File: src/rtl/bitstream_serializer.sv
// Serializes a session of parallel configuration words LSB-first onto one
// serial line, qualified by a per-target (SMU or SRU) stream valid.
module bitstream_serializer #(
  parameter int WORD_W = 32,
  parameter int LEN_W  = 16
) (
  input  logic              clk,
  input  logic              rst,
  input  logic              start,
  input  logic              target,
  input  logic [LEN_W-1:0]  bitLen,
  input  logic [WORD_W-1:0] wordIn,
  input  logic              wordValid,
  output logic              wordReady,
  input  logic              abort,
  output logic              bitstreamSerialOut,
  output logic              smuStreamValid,
  output logic              sruStreamValid,
  output logic              busy,
  output logic              done,
  output logic [1:0]        stateDbg
);

  localparam int CNT_W = $clog2(WORD_W + 1);

  typedef enum logic [1:0] {IDLE, FETCH, SHIFT, DONE} state_t;

  state_t            state;
  state_t            stateNext;
  logic              tgt;
  logic [LEN_W-1:0]  remaining;
  logic [CNT_W-1:0]  inCnt;
  logic [WORD_W-1:0] shiftReg;

  // Word handshake: a word transfers on any cycle where wordValid and
  // wordReady are both high at the rising edge. wordReady depends on state
  // only, so the producer may hold wordValid freely outside FETCH.
  assign wordReady = (state == FETCH);

  // Every output is a decode of registered state, target and shift register.
  assign busy               = (state != IDLE);
  assign done               = (state == DONE);
  assign bitstreamSerialOut = (state == SHIFT) & shiftReg[0];
  assign smuStreamValid     = (state == SHIFT) & ~tgt;
  assign sruStreamValid     = (state == SHIFT) & tgt;
  assign stateDbg           = state;

  always_ff @(posedge clk) begin
    if (rst) state <= IDLE;
    else     state <= stateNext;
  end

  always_comb begin
    stateNext = state;
    case (state)
      IDLE:  if (start) stateNext = (bitLen == '0) ? DONE : FETCH;
      FETCH: if (wordValid) stateNext = SHIFT;
      SHIFT: if (inCnt == CNT_W'(1))
               stateNext = (remaining == LEN_W'(1)) ? DONE : FETCH;
      DONE:  stateNext = IDLE;
      default: stateNext = IDLE;
    endcase
    // Abort cancels any active session but never a start taken in IDLE.
    if (abort && state != IDLE) stateNext = IDLE;
  end

  always_ff @(posedge clk) begin
    if (rst) begin
      tgt       <= 1'b0;
      remaining <= '0;
      inCnt     <= '0;
      shiftReg  <= '0;
    end else begin
      case (state)
        IDLE: if (start) begin
          tgt       <= target;
          remaining <= bitLen;
        end
        FETCH: if (wordValid) begin
          shiftReg <= wordIn;
          // A short final word only emits its low `remaining` bits.
          if (32'(remaining) >= 32'(WORD_W)) inCnt <= CNT_W'(WORD_W);
          else                               inCnt <= CNT_W'(remaining);
        end
        SHIFT: begin
          shiftReg  <= shiftReg >> 1;
          inCnt     <= inCnt - CNT_W'(1);
          remaining <= remaining - LEN_W'(1);
        end
        default: ;
      endcase
    end
  end

endmodule

File: config.mk
export PLATFORM = sky130hd
export DESIGN_NAME = bitstream_serializer
export DESIGN_NICKNAME = d
export VERILOG_FILES = /design/src/rtl/bitstream_serializer.sv
export SDC_FILE = /design/constraint.sdc
export NUM_CORES = 1
export LEC_CHECK = 0
export BUFFER_PORTS_ARGS = -buffer_cell sky130_fd_sc_hd__buf_2
export CORE_ASPECT_RATIO = 1.75
export CORE_MARGIN = 4
export CORE_UTILIZATION = 50
export DETAILED_ROUTE_END_ITERATION = 10
export PLACE_DENSITY = 0.83
export SYNTH_ARGS = -nofsm -noshare
export SYNTH_HDL_FRONTEND = slang
export SYNTH_SLANG_ARGS = --single-unit
File: constraint.sdc
create_clock -name clk -period 4.15 [get_ports clk]
set_clock_uncertainty 0.15 [all_clocks]
set_input_delay 0.415 -clock clk [delete_from_list [all_inputs] [get_ports clk]]
set_output_delay 0.415 -clock clk [all_outputs]
set_load 0.01 [all_outputs]
==> impl_table.tex <==
\begin{tabular}{lr}
\hline
Metric & Value \\
\hline
\multicolumn{2}{l}{\textbf{CTS}} \\
\quad Number of gates resized after cts & 0 \\
\quad Clock tree root buffer cell & sky130\_fd\_sc\_hd\_\_clkbuf\_8 \\
\quad Post-CTS Hold Buffers & 0 \\
\quad Longest Clk Path Bufs & 2 \\
\quad TritonCTS buffer count & 9 \\
\quad Number of clock sinks & 57 \\
\quad TritonCTS clock tree & built \\
\quad Deepest level of the CTS H-tree & 3 \\
\quad Clk\_lat worst skew & 0.34 ns \\
\quad Post-CTS Setup Bufs & 0 \\
\quad Clk slew on worst S/H paths & 0.07 ns \\
\multicolumn{2}{l}{\textbf{Yosys}} \\
\quad Main combinational cell family by area after synthesis & simple AND/OR/NAND/NOR gates \\
\quad Net count after synthesis & 459 \\
\quad Xor and xnor area share after synthesis & 0.0114 \\
\quad Count of warnings emitted by yosys & 0 \\
\quad Number of synthesized register bits & 57 \\
\quad Seq/Total Area, Yosys & 0.370 \\
\quad Fraction of post-synthesis cell area in the top cell type by area & 0.370 \\
\quad Netlist area before placement & 0.00308 sq mm \\
\quad Multiplexer fraction of the synthesized cell area & 0.00325 \\
\quad Synthesized-area fraction occupied by ao, oa, aoi and oai cells & 0.233 \\
\quad Area share of fa/ha/maj cells after synthesis & 0.0203 \\
\quad Synthesized area per cell & 7.71 sq um \\
\quad Number of instances in the synthesized netlist & 400 \\
\quad Post-synthesis cell type with the largest combined area & sky130\_fd\_sc\_hd\_\_dfxtp\_1 \\
\quad Share of synthesized cell area in and, or, nand and nor gates & 0.303 \\
\quad Biggest area contributors in the synthesized netlist & sky130\_fd\_sc\_hd\_\_dfxtp\_1 (37\%), sky130\_fd\_sc\_hd\_\_a311oi\_1 (9.7\%), sky130\_fd\_sc\_hd\_\_nand2\_1 (9.5\%) \\
\quad Count of unique library cells instantiated by Yosys & 53 \\
\multicolumn{2}{l}{\textbf{Pwr}} \\
\quad Leakage power of the design & 0.00139 uW \\
\quad Power per unit of standard cell area & 453 mW/mm\^{}2 \\
\quad Final Total Pwr & 1610 uW \\
\quad Worst-case vdd ir drop & 0.297 mV \\
\multicolumn{2}{l}{\textbf{Critical path}} \\
\quad CP Capture Type & primary output \\
\quad FF-to-FF setup slack & 1.23 ns \\
\quad Largest incremental delay on the critical path & 0.96 ns \\
\quad Kind of critical path & reg2out \\
\quad Source of the worst register-to-register timing path & stateDbg[1] \\
\quad Maximum fanout along the worst path & 41 \\
\quad Critical Path AT & 2.57 ns \\
\quad Critical path's slowest cell & sky130\_fd\_sc\_hd\_\_dfxtp\_1 \\
\quad Worst R2R Path Depth & 5 \\
\quad Nature of the critical path startpoint & flip-flop \\
\quad Count of buffering cells on the critical path with inverters included & 1 \\
\quad Top delay family on crit path & simple AND/OR/NAND/NOR gates \\
\quad Reg-to-Reg End & remaining[9] \\
\quad Endpoint required time on the critical path & 3.59 ns \\
\quad CP cell instances & nor2b\_4 > and2\_1 > buf\_2 \\
\multicolumn{2}{l}{\textbf{Timing}} \\
\quad Clock period minus final worst setup slack & 3.13 ns \\
\quad Highest achievable clock rate & 0.319 GHz \\
\quad Slew of the pin with the lowest slew margin & 1.09 ns \\
\quad Final Max Tran Viols & 0 \\
\quad Max-slew headroom at the worst pin & 0.271 \\
\quad Number of hold-slack violations in the final timing report & 0 \\
\quad Endpoints failing setup & 0 \\
\quad Worst Hold Slack & 0.174 ns \\
\quad Final setup TNS & 0 ns \\
\quad Post-layout worst setup margin & 1.02 ns \\
\quad RSZ-0062 raised after global routing & no \\
\quad Period utilisation layout & 0.754 \\
\multicolumn{2}{l}{\textbf{Die}} \\
\quad Die footprint & 0.00754 sq mm \\
\quad Num ports & 62 \\
\quad Core Rows & 37 \\
\quad Die Ht & 112 microns \\
\quad Horizontal die dimension & 67.4 microns \\
\quad Initial Utilization & 0.520 \\
\quad Core region area & 0.00593 sq mm \\
\multicolumn{2}{l}{\textbf{Drt}} \\
\quad Sum of routed wire length over all layers & 7940 microns \\
\quad Total via count after detailed routing & 3141 \\
\quad Drt pass-1 iters & 5 \\
\quad Vias per inst & 5.98 \\
\quad DRT iter0 DRCs & 332 \\
\quad Routed wire per std cell & 15.1 microns \\
\quad DRC violation count after routing & 0 \\
\quad Antenna-violating nets left & 0 \\
\multicolumn{2}{l}{\textbf{Global routing}} \\
\quad Overall overflow remaining after global route & 0 \\
\quad Antenna violations before repair & 0 \\
\quad Via count of the first global-routing pass & 2921 \\
\quad Total track usage & 0.219 \\
\quad First-pass GRT wire length & 13000 microns \\
\quad Largest net degree at the start of global routing & 67 \\
\multicolumn{2}{l}{\textbf{Min path}} \\
\quad Min-Delay Path Depth & 3 \\
\quad Sink of the worst hold path & tgt \\
\quad Classification of the worst-slack hold path & in2reg \\
\quad Worst hold start & target \\
\multicolumn{2}{l}{\textbf{Placed design}} \\
\quad GP Congestion & 0.900 \\
\quad Post-detailed-placement half-perimeter wirelength & 5400 microns \\
\quad Number of buffers inserted by port buffering & 61 \\
\quad Setup slack at placement & 1.31 ns \\
\multicolumn{2}{l}{\textbf{Layout}} \\
\quad \# fillers & 574 \\
\quad Proportion of layout cells with a drive suffix above 1 & 0.215 \\
\quad Most frequent standard cell in the layout excluding fill and tap cells & sky130\_fd\_sc\_hd\_\_nand2\_1 \\
\quad Antenna fix cells & 0 \\
\quad Relative area change from synthesis to final layout & 15.3\% \\
\quad Highest-count cells in the layout ignoring fill and taps & sky130\_fd\_sc\_hd\_\_nand2\_1 (77), sky130\_fd\_sc\_hd\_\_nor2\_1 (62), sky130\_fd\_sc\_hd\_\_buf\_2 (61) \\
\quad Sequential Area & 0.00114 sq mm \\
\quad Multi-input gate area in the final layout & 0.00177 sq mm \\
\quad Total Nets Final & 501 \\
\multicolumn{2}{l}{\textbf{Flow run}} \\
\quad Max Cap Viol & 0 \\
\multicolumn{2}{l}{\textbf{Status}} \\
\quad Outcome & complete, no violations \\
\hline
\end{tabular}
## flip-flops by register name (all words and copies together), names as in the netlist
register	flops
inCnt	6
remaining	16
shiftReg	32
stateDbg	2
tgt	1
## tightest hold or removal path: stages
cell,delay [ns]
sky130_fd_sc_hd__buf_2,0.09
sky130_fd_sc_hd__nand2_1,0.05
sky130_fd_sc_hd__a21oi_1,0.05
## layout make-up
class / count / share of cell area
inverters: 7 / 0.00739
well taps: 78 / 0.0275
clock inverters: 5 / 0.0155
flip-flops and latches: 57 / 0.321
clock buffers: 11 / 0.0398
multi-input cells: 304 / 0.499
repair buffers: 63 / 0.0901
## Yosys cell counts (all sizes together)
master   instances
a2111o           1
a2111oi          2
a211oi           8
a21o             1
a21oi           18
a221oi           3
a311oi          34
a31oi            5
a32oi            2
and2             3
and3             2
and3b            1
and4             1
buf             20
clkbuf          12
dfxtp           57
ha               5
inv              7
mux2i            1
nand2           78
nand2b           5
nand3            8
nand3b           2
nand4            6
nand4b           1
nor2            62
nor2b            4
nor3            12
nor3b            3
nor4             5
o21a             1
o21ai            8
o21ba            2
o21bai           1
o221a            1
o22ai            3
o31a             1
o31ai            1
o32ai            1
or2              1
or3              4
or3b             1
or4              2
xor2             4
## worst max-delay path by stage
stage,startpoint,endpoint,slack [ns],cells past startpoint
after floorplan,remaining[0],remaining[8],2.38,6
after global placement,stateDbg[1],remaining[4],1.37,5
after detailed placement,stateDbg[1],remaining[9],1.31,5
after CTS,stateDbg[1],bitstreamSerialOut,1.06,3
after global routing,stateDbg[1],bitstreamSerialOut,0.91,3
final,stateDbg[1],bitstreamSerialOut,1.02,3
## routing by layer
metal / track usage / up-vias / share of wire
met1: 0.240 / 1462 / 0.39
met2: 0.375 / 129 / 0.51
met5: 0 / - / 0
met3: 0.0383 / 29 / 0.061
li1: - / 1521 / -
met4: 0.133 / 0 / 0.038
## cell families (layout without fill, tap and decap cells)
kind of cell    after synthesis  after routing
flops                        57             57
fa+ha+maj                     5              5
mux                           1              1
xor+xnor                      4              4
simple gates                201            201
buf+inv                      39             86
compound gates               93             93
## power breakdown
part           internal, uW  switching, uW
sequential              622           73.5
combinational           162            238
clock                   291            222
## per-stage QoR
stage / cells / cell area [sq um] / utilization
5_1_grt: 525 / 3550 / 0.600
3_5_place_dp: 509 / 3360 / 0.567
3_3_place_gp: 509 / 3360 / 0.567
6_report: 525 / 3550 / 0.600
4_1_cts: 525 / 3550 / 0.600
2_1_floorplan: 400 / 3080 / -
Note: power is estimated with default switching activity, not from simulation.
